`src/rtl/alu_ops_pkg.sv`:
```
// Operation encoding shared with the ALU controller, plus the execution-unit FSM states.
package alu_ops_pkg;

    typedef enum logic [3:0] {
        OP_ADD = 4'b0000,
        OP_SUB = 4'b0001,
        OP_XOR = 4'b0010,
        OP_OR  = 4'b0011,
        OP_AND = 4'b0100,
        OP_SLT = 4'b0101,
        OP_SRA = 4'b0110,
        OP_SRL = 4'b0111,
        OP_SLL = 4'b1000,
        OP_BNE = 4'b1010,
        OP_BLT = 4'b1011,
        OP_BGE = 4'b1100,
        OP_BEQ = 4'b1101
    } alu_op_t;

    typedef enum logic [1:0] {
        IDLE  = 2'b00,
        SHIFT = 2'b01,
        DONE  = 2'b10
    } alu_state_t;

    function automatic logic is_shift_op(input logic [3:0] op);
        case (op)
            OP_SRA, OP_SRL, OP_SLL: return 1'b1;
            default:                return 1'b0;
        endcase
    endfunction

endpackage

```
`src/rtl/alu_shift_iter.sv`:
```
// One-bit-per-cycle shifter: loads on start, done is high during the cycle whose
// edge applies the final bit, so result is the fully shifted value at that edge.
module alu_shift_iter
    import alu_ops_pkg::*;
#(
    parameter int DATA_WIDTH  = 32,
    parameter int SHAMT_WIDTH = $clog2(DATA_WIDTH)
) (
    input  logic                   clk,
    input  logic                   reset,
    input  logic                   start,
    input  logic [3:0]             op,
    input  logic [DATA_WIDTH-1:0]  operand,
    input  logic [SHAMT_WIDTH-1:0] shamt,
    output logic                   done,
    output logic [DATA_WIDTH-1:0]  result
);

    localparam logic [SHAMT_WIDTH-1:0] CNT_ZERO = {SHAMT_WIDTH{1'b0}};
    localparam logic [SHAMT_WIDTH-1:0] CNT_ONE  = {{(SHAMT_WIDTH-1){1'b0}}, 1'b1};

    logic [DATA_WIDTH-1:0]  work_r;
    logic [SHAMT_WIDTH-1:0] cnt_r;
    logic                   left_r;
    logic                   arith_r;
    logic [DATA_WIDTH-1:0]  step_s;

    // Single-bit step; arithmetic right shifts replicate the MSB, which still holds the original sign.
    always_comb begin
        step_s = work_r;
        if (left_r) begin
            step_s = {work_r[DATA_WIDTH-2:0], 1'b0};
        end else if (arith_r) begin
            step_s = {work_r[DATA_WIDTH-1], work_r[DATA_WIDTH-1:1]};
        end else begin
            step_s = {1'b0, work_r[DATA_WIDTH-1:1]};
        end
    end

    // Working register and remaining-shift counter.
    always_ff @(posedge clk) begin
        if (reset) begin
            work_r  <= {DATA_WIDTH{1'b0}};
            cnt_r   <= CNT_ZERO;
            left_r  <= 1'b0;
            arith_r <= 1'b0;
        end else if (start) begin
            work_r  <= operand;
            cnt_r   <= shamt;
            left_r  <= (op == OP_SLL);
            arith_r <= (op == OP_SRA);
        end else if (cnt_r != CNT_ZERO) begin
            work_r <= step_s;
            cnt_r  <= cnt_r - CNT_ONE;
        end else begin
            work_r <= work_r;
            cnt_r  <= cnt_r;
        end
    end

    assign done   = (cnt_r == CNT_ONE);
    assign result = step_s;

endmodule

```
`src/rtl/alu_iterative.sv`:
```
// EX-stage execution unit with valid/ready handshakes on both sides.
// Define ALU_BARREL_SHIFT_EN for single-cycle shifts instead of the iterative shifter.
module alu_iterative
    import alu_ops_pkg::*;
#(
    parameter int DATA_WIDTH  = 32,
    parameter int SHAMT_WIDTH = $clog2(DATA_WIDTH)
) (
    input  logic                  clk,
    input  logic                  reset,
    input  logic                  in_valid,
    output logic                  in_ready,
    input  logic [3:0]            Operation,
    input  logic [DATA_WIDTH-1:0] SrcA,
    input  logic [DATA_WIDTH-1:0] SrcB,
    output logic                  out_valid,
    input  logic                  out_ready,
    output logic [DATA_WIDTH-1:0] ALUResult,
    output logic                  illegal_op
);

    alu_state_t                state_r;
    logic [DATA_WIDTH-1:0]     result_r;
    logic                      illegal_r;
    logic [DATA_WIDTH-1:0]     result_s;
    logic                      illegal_s;
    logic [SHAMT_WIDTH-1:0]    shamt_s;
    logic                      lt_s;
    logic                      eq_s;

    assign shamt_s = SrcB[SHAMT_WIDTH-1:0];
    assign lt_s    = ($signed(SrcA) < $signed(SrcB));
    assign eq_s    = (SrcA == SrcB);

    // Single-cycle result; in the iterative build shifts yield SrcA, which is the shamt-0 answer.
    always_comb begin
        result_s  = {DATA_WIDTH{1'b0}};
        illegal_s = 1'b0;
        case (Operation)
            OP_ADD: result_s = SrcA + SrcB;
            OP_SUB: result_s = SrcA - SrcB;
            OP_XOR: result_s = SrcA ^ SrcB;
            OP_OR:  result_s = SrcA | SrcB;
            OP_AND: result_s = SrcA & SrcB;
            OP_SLT: result_s = {{(DATA_WIDTH-1){1'b0}}, lt_s};
`ifdef ALU_BARREL_SHIFT_EN
            OP_SRA: result_s = $unsigned($signed(SrcA) >>> shamt_s);
            OP_SRL: result_s = SrcA >> shamt_s;
            OP_SLL: result_s = SrcA << shamt_s;
`else
            OP_SRA, OP_SRL, OP_SLL: result_s = SrcA;
`endif
            OP_BNE: result_s = {{(DATA_WIDTH-1){1'b0}}, ~eq_s};
            OP_BLT: result_s = {{(DATA_WIDTH-1){1'b0}}, lt_s};
            OP_BGE: result_s = {{(DATA_WIDTH-1){1'b0}}, ~lt_s};
            OP_BEQ: result_s = {{(DATA_WIDTH-1){1'b0}}, eq_s};
            default: begin
                result_s  = {DATA_WIDTH{1'b0}};
                illegal_s = 1'b1;
            end
        endcase
    end

`ifndef ALU_BARREL_SHIFT_EN
    logic                  shift_start_s;
    logic                  shift_done_s;
    logic [DATA_WIDTH-1:0] shift_result_s;

    assign shift_start_s = in_valid && (state_r == IDLE) && is_shift_op(Operation)
                           && (shamt_s != {SHAMT_WIDTH{1'b0}});

    alu_shift_iter #(
        .DATA_WIDTH  (DATA_WIDTH),
        .SHAMT_WIDTH (SHAMT_WIDTH)
    ) u_shift (
        .clk     (clk),
        .reset   (reset),
        .start   (shift_start_s),
        .op      (Operation),
        .operand (SrcA),
        .shamt   (shamt_s),
        .done    (shift_done_s),
        .result  (shift_result_s)
    );
`endif

    // Control FSM with registered result and illegal flag.
    always_ff @(posedge clk) begin
        if (reset) begin
            state_r   <= IDLE;
            result_r  <= {DATA_WIDTH{1'b0}};
            illegal_r <= 1'b0;
        end else begin
            case (state_r)
                IDLE: begin
                    if (in_valid) begin
                        result_r  <= result_s;
                        illegal_r <= illegal_s;
`ifdef ALU_BARREL_SHIFT_EN
                        state_r   <= DONE;
`else
                        state_r   <= shift_start_s ? SHIFT : DONE;
`endif
                    end
                end
`ifndef ALU_BARREL_SHIFT_EN
                SHIFT: begin
                    if (shift_done_s) begin
                        result_r  <= shift_result_s;
                        illegal_r <= 1'b0;
                        state_r   <= DONE;
                    end
                end
`endif
                DONE: begin
                    if (out_ready) begin
                        state_r <= IDLE;
                    end
                end
                default: state_r <= IDLE;
            endcase
        end
    end

    assign in_ready   = (state_r == IDLE);
    assign out_valid  = (state_r == DONE);
    assign ALUResult  = result_r;
    assign illegal_op = illegal_r;

endmodule

```
`config.mk`:
```
export PLATFORM = sky130hd
export DESIGN_NAME = alu_iterative
export DESIGN_NICKNAME = d
export VERILOG_FILES = /design/src/rtl/alu_ops_pkg.sv /design/src/rtl/alu_shift_iter.sv /design/src/rtl/alu_iterative.sv
export SDC_FILE = /design/constraint.sdc
export NUM_CORES = 1
export LEC_CHECK = 0
export ABC_AREA = 1
export ABC_CLOCK_PERIOD_IN_PS = 3550
export CORE_MARGIN = 2
export CORE_UTILIZATION = 50
export CTS_CLUSTER_DIAMETER = 120
export CTS_CLUSTER_SIZE = 20
export DETAILED_ROUTE_END_ITERATION = 10
export PLACE_DENSITY_LB_ADDON = 0.3
export SLEW_MARGIN = 20
export SYNTH_ARGS = -nofsm -noshare
export SYNTH_HDL_FRONTEND = slang
export SYNTH_HIERARCHICAL = 1
export SYNTH_SLANG_ARGS = --single-unit
```
`constraint.sdc`:
```
create_clock -name clk -period 3.55 [get_ports clk]
set_input_delay 0.8875 -clock clk [delete_from_list [all_inputs] [get_ports clk]]
set_output_delay 0.8875 -clock clk [all_outputs]
set_load 0.01 [all_outputs]
```
Word-level counts from Yosys, hierarchy flattened
Index checks and enable logic that the tools add are counted.

Add/subtract/negate cells: 3. $lt $le $gt $ge: 1. Equal/unequal tests: 19. Muxes and demuxes: 20. Bitwise operators: 5. Reduce and logical (&&, ||, !) cells: 14.

Operator list (count): $pmux 32 s10 (1); $mux 32 (6); $pmux 32 s2 (1); $add 32x32->32 (1); $and 32x32->32 (1); $eq 32x32->1 (1); $lt 32x32->1 (1); $or 32x32->32 (1); $sub 32x32->32 (1); $xor 32x32->32 (1); $eq 4x4->1 const B (5); $eq 4x3->1 const B (4); $reduce_or 13->1 (1); $mux 5 (2); $reduce_bool 5->1 (2); $eq 4x2->1 const B (2); $mux 2 (4); $pmux 2 s3 (1); $reduce_and 3->1 (2); $eq 5x1->1 const B (1); $sub 5x1->5 const B (1); $eq 4x1->1 const B (1); $logic_not 4->1 (1); $mux 1 (4); other kinds (11) (16).

Register bits after elaboration: 74. Bits of input ports: 72. Output and inout port bits: 35. Logic and storage cells: 69.

Depth between registers and ports, before layout
Gate-level depths: netlist of run 1.

Depth in word-level cells: 8. Mapped depth: 17. Depth with buffers taken out: 17.

Hierarchy
Netlist of run 1, hierarchy kept.

By module, submodules not included: alu_iterative (instances 1, cells each 1498, area an instance 8346.8 µm², seq. area each 700.7 µm²); alu_shift_iter (instances 1, cells each 431, area an instance 2573.7 µm², seq. area each 780.7 µm²).

Worst setup path before layout of run 1
No wires, ideal clock.

Path type: in2reg. From: in SrcA[0]. To: reg result_r[8], in the netlist ALUResult[8]. Library setup time: 0.119 ns. Arrival time: 2.417 ns. Required time: 3.431 ns. Path slack: 1.013 ns. Stages: 13. Cells stage by stage: ha_1 > fa_1 > nand2_1 > nand3_1 > and2_1 > nand2_1 > nand2_1 > nand2_1 > o21ai_0 > a21oi_1 > o211ai_1 > nand2_1 > a21oi_1.

Word-level cells in the longest chain between the ends: 4.

Ends and longest elaborated chain: start: declaration (RTL line alu_iterative.sv:14) `input logic [DATA_WIDTH-1:0] SrcA,`; $sub 32x32->32 / $add 32x32->32 (equally long branches) (RTL line alu_iterative.sv:41, alu_iterative.sv:40); $pmux 32 s10 * (RTL line alu_iterative.sv:39) `case (Operation)`; $mux 32 * (RTL line alu_iterative.sv:96) `if (in_valid) begin`; $pmux 32 s2 * (RTL line alu_iterative.sv:94) `case (state_r)`; end signal: assignment (RTL line alu_iterative.sv:91) `result_r <= {DATA_WIDTH{1'b0}};`; end signal: assignment (RTL line alu_iterative.sv:97) `result_r <= result_s;`; end signal: assignment (RTL line alu_iterative.sv:109) `result_r <= shift_result_s;`; end: declaration (RTL line alu_iterative.sv:23) `logic [DATA_WIDTH-1:0] result_r;`.

Mark *: on every way between the ends. The rest lies on a longest branch, timed or not. The select of a mux whose other input is x is not followed. A chain may end at the register's enable or synchronous reset.

Final worst setup path of run 1
From: in SrcA[0]. To: reg result_r[26], in the netlist ALUResult[26].

Same word-level chain as after synthesis.

==> impl_results.md, run 1 <==
* Status: complete, no violations
* Slew HR at 31.75%
* Synth top area cells: nand2_1 19%, dfxtp_1 14%, ha_1 12%
* Top cell type's share of synthesized area at 19.08%
* Crit path max fanout at 5
* CTS root buffer: clkbuf_16
* Post-Synth XOR/XNOR Area at 0.7218%
* Die width at 151.8 µm
* Antenna Nets Post-Route at 0
* Count of input and output buffers at 106
* Min cycle time layout at 3.336 ns
* Area grow syn2layout at 22.52%
* Post-synth top cells: 555 x nand2_1, 296 x inv_1, 170 x nor2_1
* Clk slew on worst S/H paths at 0.06 ns
* GR Util All Layers at 39.68%
* WP data arrival at 3.61 ns
* Post-synthesis mux area share at 0%
* Iteration-0 DRC Markers at 1,309
* Post-Synth Adder-Cell Area at 11.94%
* Max-cap violations at 0
* TritonCTS clock tree: yes
* Req. time, crit path at 3.83 ns
* Clk_lat worst skew at 0.35 ns
* Gate Count Post-Synth at 1,929
* Critical Path End Type: flip-flop
* Post-Synth Simple-Gate Area at 40.39%
* Initial antenna violation count at 0
* Min-Delay Path Class: flip-flop to flip-flop
* Pwr/cell area at 370.0 nW/µm²
* Core area at 21,620 µm²
* Area of the multi-input gates at 7655 µm²
* Final layout net count at 2,313
* Vias in the first global route at 12,370
* Starting Density at 50.51%
* Largest family of logic cells by synthesized area: simple AND/OR/NAND/NOR gates
* Most area-hungry cell type in the Yosys netlist: nand2_1
* Detailed placer's ending HPWL at 37,090 µm
* Seq/Total Area, Yosys at 13.57%
* R2R Setup Slk at 1.45 ns
* Clk buf depth at 2
* DRC at 0
* Count leader, synth: nand2_1
* CTS Hold Bufs at 0
* WL per Instance at 19.13 µm
* Max Transition Viols Final at 0
* Final-report hold violation count at 0
* Fin Clk Skew at 0.005522 ns
* Worst-margin pin slew at 1.023 ns
* Mapped Avg Cell Area at 5.661 µm²
* Final Cycle Share at 93.96%
* Rows at 54
* ANT cells at 0
* Post-CTS Resized at 0
* Async set-reset flop share out of synthesis at 0%
* Post-Synthesis Cell Area at 10,920 µm²
* Placed insts at 2,407
* Worst VDD drop at 0.4854 mV
* Die H at 151.8 µm
* Worst Setup Start Kind: input pin
* Initial DRT Pass Iterations at 8
* Gpl congestion at 1.044
* Complex-gate fraction of the synthesized area at 17.05%
* RSZ-0062 raised after global routing: no
* Setup CP Type: input pin to flip-flop
* Yosys cell types at 51
* Die footprint at 23,040 µm²
* Post-CTS Setup Bufs at 0
* Final WL at 46,360 µm
* I/O pin total at 107
* Routed vias at 13,610
* Peak Freq at 0.2998 GHz
* Layout cell share with drive strength beyond 1 at 13.30%
* Yosys warning total at 6
* CTS Buf Count at 9
* Layout Cells excl Fill at 2,423
* GRT Residual Overflow at 0
* Synth Flop Type: dfxtp_1
* # clock sinks at 74
* Largest net degree at the start of global routing at 39
* EDFF count, synth at 0
* LEAKAGE at 7.104 nW
* CTS HTree Levels at 3
* Global-route wire length before repair at 68,790 µm
* Setup Viol. Count Final at 0
* Final Power at 4.951 mW
* # fillers at 2,217
* Flip-flop and latch area at 1481 µm²
* Syn nets at 2,104
* Routed vias/inst at 5.617
* Synth Register Bits at 74
area by class of cell:
class                   instances  share of cell area [%]
repair buffers                281                   18.03
well taps                     280                   2.618
clock inverters                 6                  0.3086
multi-input cells            1450                   57.21
inverters                     322                   9.052
flip-flops and latches         74                   11.07
clock buffers                  10                   1.711
layer usage:
layer	vias to the layer above	wire length (µm)	track usage [%]
li1	6557	-	-
met1	6182	18500	48.95
met2	719	20750	64.55
met3	153	3484	4.461
met4	0	3633	27.50
met5	-	0	0
cell families (layout without fill, tap and decap cells):
kind of cell | Yosys count | count (layout)
buf+inv | 405 | 619
simple gates | 1018 | 1018
fa+ha+maj | 103 | 103
xor+xnor | 9 | 9
compound gates | 320 | 320
flops | 74 | 74
power breakdown:
group	internal [mW]	switching (mW)
Clock	0.474	0.409
Combinational	1.10	1.79
Sequential	1.05	0.130
Total	2.62	2.33
worst max-delay path: stages:
cell	delay [ns]
clkdlybuf4s50_1	0.51
inv_1	0.13
ha_1	0.15
inv_1	0.14
fa_1	0.50
nand3_1	0.14
nand3_2	0.16
nand2_1	0.11
nand2_1	0.11
nand2_1	0.16
nand3b_1	0.10
nand2_1	0.06
nand3_1	0.07
nand3_1	0.14
nand2_1	0.09
a21oi_1	0.16
cells in the final DEF (no fill, tap or decap), types with 3 or more instances in the layout:
cell type,instances
a21oi_1,124
a21oi_2,9
a221oi_1,22
and2_1,29
buf_12,3
buf_4,172
clkbuf_16,9
clkdlybuf4s50_1,106
clkinvlp_4,3
dfxtp_1,74
ha_1,101
inv_1,296
inv_2,24
nand2_1,555
nand2_2,18
nand3_1,162
nand3_2,6
nand4_1,23
nor2_1,170
nor2_2,18
nor2_4,7
nor3_1,14
nor3_2,3
nor4_1,3
o211ai_1,5
o21ai_0,95
o21ai_1,7
o21bai_1,11
o22ai_1,32
or2_2,4
xor2_1,9
worst paths after layout:
path               startpoint          endpoint  cells after the start
min          u_shift/cnt_r[1]  u_shift/cnt_r[1]                      2
min reg2reg  u_shift/cnt_r[1]  u_shift/cnt_r[1]                      2
max reg2reg        state_r[0]     ALUResult[25]                      9
max                   SrcA[0]     ALUResult[26]                     16
state kept, by name (all words and copies together), names as in the netlist:
name	flops
ALUResult	32
u_shift/work_r	32
u_shift/left_r	1
u_shift/arith_r	1
u_shift/cnt_r	5
state_r	2
illegal_op	1
stage by stage:
stage                     setup WS (ns)  utilization (%)  hold WS [ns]  area (µm²)  setup TNS, ns
after detailed placement       -0.02439            60.64        0.4766       13110       -0.04996
final                            0.2143            61.89        0.4867       13380              0
after global routing             0.1104            61.89        0.5197       13380              0
after floorplan                   1.013                -        0.4535       10920              0
after CTS                        0.2813            61.89        0.4872       13380              0
after global placement         0.001253            60.64        0.4683       13110              0
Power figures use the tool's default switching activity.
==> run 2: changes to the inputs <==
--- a/config.mk
+++ b/config.mk
@@ -12,6 +12,7 @@
 export CTS_CLUSTER_DIAMETER = 120
 export CTS_CLUSTER_SIZE = 20
 export DETAILED_ROUTE_END_ITERATION = 10
+export GPL_ROUTABILITY_DRIVEN = 0
 export PLACE_DENSITY_LB_ADDON = 0.3
 export SLEW_MARGIN = 20
 export SYNTH_ARGS = -nofsm -noshare
==> run 2 against run 1 <==
Total power decreased by 1.8%. Clock power grew 6.1%. Highest routed layer unchanged. Worst hold slack better by 0.0055 ns. Die area unchanged. Largest power group unchanged. Largest cell class unchanged.
==> impl_results.md, run 2 (synthesis gave the netlist of run 1 again) <==
* Die footprint at 23,040 µm²
* Detailed placer's ending HPWL at 32,980 µm
* Die H at 151.8 µm
* DRC at 0
* Initial antenna violation count at 0
* CTS root buffer: clkbuf_16
* Max Transition Viols Final at 0
* Layout cell share with drive strength beyond 1 at 11.57%
* Final Cycle Share at 94.40%
* Antenna Nets Post-Route at 0
* RSZ-0062 raised after global routing: no
* Worst-margin pin slew at 1.017 ns
* CTS Buf Count at 9
* Finished Cell Area at 13,100 µm²
* ANT cells at 0
* R2r endpoint: u_shift/work_r[12]
* Setup CP Type: input pin to flip-flop
* Final-report hold violation count at 0
* # fillers at 2,160
* Max-cap violations at 0
* Clk_lat worst skew at 0.35 ns
* Count of input and output buffers at 106
* Fin Clk Skew at 0.01029 ns
* R2R Setup Slk at 1.16 ns
* Core Util, Final at 60.60%
* Routed vias at 13,540
* Commonest cells after routing, fill and taps aside: 555 x nand2_1, 296 x inv_1, 170 x nor2_1
* Worst path depth at 16
* RR Startpoint: state_r[0]
* Slew HR at 32.15%
* Post-CTS Setup Bufs at 0
* Setup Viol. Count Final at 0
* Worst VDD drop at 0.2743 mV
* GR Util met3 at 7.365%
* Die width at 151.8 µm
* DP Area at 12,810 µm²
* Final Power at 4.860 mW
* Worst Setup EP: ALUResult[27]
* WP data arrival at 3.58 ns
* Core area at 21,620 µm²
* Starting Density at 50.51%
* Status: complete, no violations
* LEAKAGE at 6.927 nW
* Peak Freq at 0.2984 GHz
* Largest stage delay, worst path at 0.48 ns
* Min-Delay Path Class: flip-flop to flip-flop
* Placed insts at 2,365
* Initial DRT Pass Iterations at 7
* Final layout net count at 2,271
* WL per Instance at 17.43 µm
* Layout Cells excl Fill at 2,381
* Worst Setup Start Kind: input pin
* Critical path's top delay family: simple AND/OR/NAND/NOR gates
* Flip-flop and latch area at 1481 µm²
* TritonCTS clock tree: yes
* Req. time, crit path at 3.78 ns
* Vias in the first global route at 12,680
* CP max-delay cell: clkdlybuf4s50_1
* # clock sinks at 74
* CTS Hold Bufs at 0
* Crit path max fanout at 5
* CP bufs+invs at 5
* GRT busiest layer: met2
* Min cycle time layout at 3.351 ns
* I/O pin total at 107
* R2r worst-path depth at 7
* Rows at 54
* Global-route wire length before repair at 64,340 µm
* CP Launch Point: SrcB[10]
* GR Util All Layers at 36.11%
* TNS Setup at 0 ns
* Hold Path Origin: u_shift/cnt_r[1]
* Iteration-0 DRC Markers at 1,485
* Clk buf depth at 2
* Area grow syn2layout at 19.98%
* Crit-path cells: clkdlybuf4s50_1 > inv_1 > ha_1 > buf_4 > o21ai_0 > inv_1 > nand2_1 > inv_1 > nand3_1 > nand2_1 > nand3_1 > nand2_1 > nand3_1 > nand3_1 > nand2_1 > a21oi_1
* Final WL at 41,500 µm
* Pwr/cell area at 370.9 nW/µm²
* Grt met2 use at 56.55%
* Routed vias/inst at 5.685
* Area of the multi-input gates at 7655 µm²
* Clk slew on worst S/H paths at 0.06 ns
* Met1 usage at 43.96%
* Post-CTS Resized at 0
* CTS HTree Levels at 3
* Commonest non-fill, non-tap cell in the layout: nand2_1
* Critical Path End Type: flip-flop
* GRT Residual Overflow at 0
* Largest net degree at the start of global routing at 42
## run 2: cell count changes in the layout (fill, tap and decap cells not counted)
cell,delta
clkinv_4,+2
bufinv_16,+1
buf_4,-43
clkinvlp_4,-3
buf_12,+1
## run 2: per-stage QoR
stage,setup WS [ns],hold slack [ns]
after floorplan,1.013,0.4535
after global placement,0.02085,0.4620
after detailed placement,-0.001340,0.4809
after CTS,0.3562,0.4900
after global routing,0.1082,0.5231
final,0.1987,0.4922
## run 2: worst min-delay path by stage
stage                                    to  slack, ns  cells past startpoint
after global placement    u_shift/work_r[0]       0.46                      2
after global routing      u_shift/work_r[0]       0.52                      2
after CTS                  u_shift/cnt_r[1]       0.49                      2
final                      u_shift/cnt_r[1]       0.49                      2
after floorplan            u_shift/cnt_r[1]       0.45                      2
after detailed placement   u_shift/cnt_r[1]       0.48                      2
## run 2: cell type report
class / count / area share, %
Multi-Input combinational cell: 1450 / 58.42
Timing Repair Buffer: 239 / 16.10
Sequential cell: 74 / 11.31
Inverter: 322 / 9.244
Tap cell: 280 / 2.674
Clock buffer: 10 / 1.748
Clock inverter: 6 / 0.5061
## run 2: worst min-delay path: stages (launching register included)
cell and delay (ns):
dfxtp_1 0.31, nor2_1 0.09, nor2_1 0.05
## run 2: power breakdown
| group | internal, mW | switching [mW] | leakage [nW] |
|---|---|---|---|
| Sequential | 1.05 | 0.131 | 0.612 |
| Combinational | 1.05 | 1.70 | 6.17 |
| Clock | 0.547 | 0.389 | 0.147 |
## run 2: layer usage
metal	wire (µm)	vias to the layer above
met3	4493	190
li1	-	6465
met4	3393	0
met1	15910	5977
met5	0	-
met2	17700	903
==> run 3: changes to the inputs <==
--- a/config.mk
+++ b/config.mk
@@ -7,8 +7,10 @@
 export LEC_CHECK = 0
 export ABC_AREA = 1
 export ABC_CLOCK_PERIOD_IN_PS = 3550
+export CELL_PAD_IN_SITES_DETAIL_PLACEMENT = 1
+export CELL_PAD_IN_SITES_GLOBAL_PLACEMENT = 1
 export CORE_MARGIN = 2
-export CORE_UTILIZATION = 50
+export CORE_UTILIZATION = 44
 export CTS_CLUSTER_DIAMETER = 120
 export CTS_CLUSTER_SIZE = 20
 export DETAILED_ROUTE_END_ITERATION = 10
==> run 3 against run 2 <==
Sequential power is essentially flat. Core utilization shrank 5.7 points. Critical path depth grew 1. First-iteration DRC count shrank 24%. Clock skew shrank 0.0017 ns. Highest routed layer unchanged.
==> impl_results.md, run 3 (synthesis gave the netlist of run 1 again) <==
* # clock sinks at 74
* WL per Instance at 20.82 µm
* I/O pin total at 107
* Pwr/cell area at 386.2 nW/µm²
* GR Util met3 at 5.367%
* Final WL at 50,900 µm
* Iteration-0 DRC Markers at 1,125
* Initial DRT Pass Iterations at 5
* Final Cycle Share at 95.48%
* # fillers at 3,519
* CTS Hold Bufs at 0
* Final-report hold violation count at 0
* CTS Buf Count at 9
* Post-CTS Setup Bufs at 0
* TritonCTS clock tree: yes
* Routed vias at 14,100
* Vias in the first global route at 14,520
* Worst-margin pin slew at 1.033 ns
* CTS HTree Levels at 3
* Flop pwr share at 23.1%
* Switching Fraction at 47.52%
* Starting Density at 44.90%
* RSZ-0062 raised after global routing: no
* Critical path's top delay family: simple AND/OR/NAND/NOR gates
* Status: complete, no violations
* Clk buf depth at 2
* GRT Residual Overflow at 0
* Max-cap violations at 0
* CTS root buffer: clkbuf_16
* Setup CP Type: input pin to flip-flop
* Final Power at 5.157 mW
* Commonest cells after routing, fill and taps aside: 555 x nand2_1, 296 x inv_1, 170 x nor2_1
* Largest net degree at the start of global routing at 39
* Slew HR at 31.08%
* Core Util, Final at 54.91%
* DRC at 0
* WP data arrival at 3.63 ns
* Clk slew on worst S/H paths at 0.07 ns
* Grt met2 use at 64.47%
* Die width at 161.5 µm
* Clk pwr share at 19.2%
* Fraction of power consumed by combinational cells at 57.8%
* Area grow syn2layout at 22.27%
* Worst Setup Start Kind: input pin
* Area of the multi-input gates at 7666 µm²
* Worst VDD drop at 0.4294 mV
* Count of input and output buffers at 106
* Cell mode on critical path: nand2_1
* Initial antenna violation count at 0
* Largest stage delay, worst path at 0.57 ns
* GRT busiest layer: met2
* Detailed placer's ending HPWL at 40,550 µm
* CP bufs+invs at 3
* ANT cells at 0
* Die footprint at 26,100 µm²
* Setup Viol. Count Final at 0
* NetSw at 2.451 mW
* Routed vias/inst at 5.770
* CP max-delay cell: clkdlybuf4s50_1
* Core area at 24,320 µm²
* Global-route wire length before repair at 79,490 µm
* Antenna Nets Post-Route at 0
* Final layout net count at 2,290
* Layout cell share with drive strength beyond 1 at 12.45%
* Min-Delay Path Class: flip-flop to flip-flop
* Peak Freq at 0.2950 GHz
* Crit-path cells: clkdlybuf4s50_1 > inv_1 > ha_2 > nand2_1 > nand3_1 > buf_4 > nand2_1 > nand2_1 > nand2_1 > nand2_1 > nand3_1 > nand2_1 > nand2_1 > nand3_1 > nand3_1 > nand2_1 > a21oi_1
* Cell Int Power at 2.706 mW
* Clk_lat worst skew at 0.35 ns
* Req. time, crit path at 3.79 ns
* Die H at 161.5 µm
* LEAKAGE at 7.031 nW
* Met1 usage at 45.50%
* Fin Clk Skew at 0.008561 ns
* Critical Path End Type: flip-flop
* Rows at 57
* Min cycle time layout at 3.389 ns
* Crit path max fanout at 8
* Flip-flop and latch area at 1481 µm²
* Max Transition Viols Final at 0
* GR Util All Layers at 38.81%
* Commonest non-fill, non-tap cell in the layout: nand2_1
-- run 3: metal layers --
layer	share of wire [%]	wire (µm)
met2	46	23230
met1	39	19790
met3	6.6	3362
met5	0	0
met4	8.9	4514
-- run 3: repair_timing --
item / CTS / global route
resized for setup: 0 / 2
endpoints found under the setup margin: 0 / 5
endpoints found under the hold margin: 0 / 0
-- run 3: power by group through the flow --
stage | combinational, mW | clock (mW) | sequential [mW]
6_report | 2.98 | 0.988 | 1.19
5_1_grt | 3.25 | 1.04 | 1.21
4_1_cts | 2.91 | 0.995 | 1.18
3_5_place_dp | 2.84 | 0 | 1.19
3_3_place_gp | 2.73 | 0 | 1.18
2_1_floorplan | 1.87 | 0 | 1.18
-- run 3: worst paths after layout --
path                    startpoint          endpoint  slack, ns  cells after the start
setup / recovery           SrcB[2]     ALUResult[19]       0.16                     17
hold / removal    u_shift/cnt_r[4]  u_shift/cnt_r[4]       0.51                      2
setup reg to reg    u_shift/left_r     ALUResult[17]       1.24                      6
hold reg to reg   u_shift/cnt_r[4]  u_shift/cnt_r[4]       0.51                      2
-- run 3: tightest hold or removal path, stage by stage (launching register included) --
cell,delay (ns)
dfxtp_1,0.33
o21ai_0,0.07
a21oi_1,0.06
-- run 3: per-stage QoR --
stage	cell area (µm²)	hold slack, ns	std cells	setup slack [ns]	TNS, ns
3_5_place_dp	13030	0.4817	2428	-0.1167	-0.5418
5_1_grt	13350	0.5409	2444	0.01263	0
6_report	13350	0.5083	2444	0.1605	0
3_3_place_gp	13030	0.4649	2428	-0.0002165	-0.0002165
4_1_cts	13340	0.5076	2444	0.1682	0
2_1_floorplan	10920	0.4535	1929	1.013	0
-- run 3: layout make-up --
type,count,share of cell area [%]
clock buffers,10,1.790
clock inverters,6,0.5435
inverters,322,9.070
multi-input cells,1450,57.41
flip-flops and latches,74,11.09
well taps,324,3.036
repair buffers,258,17.05
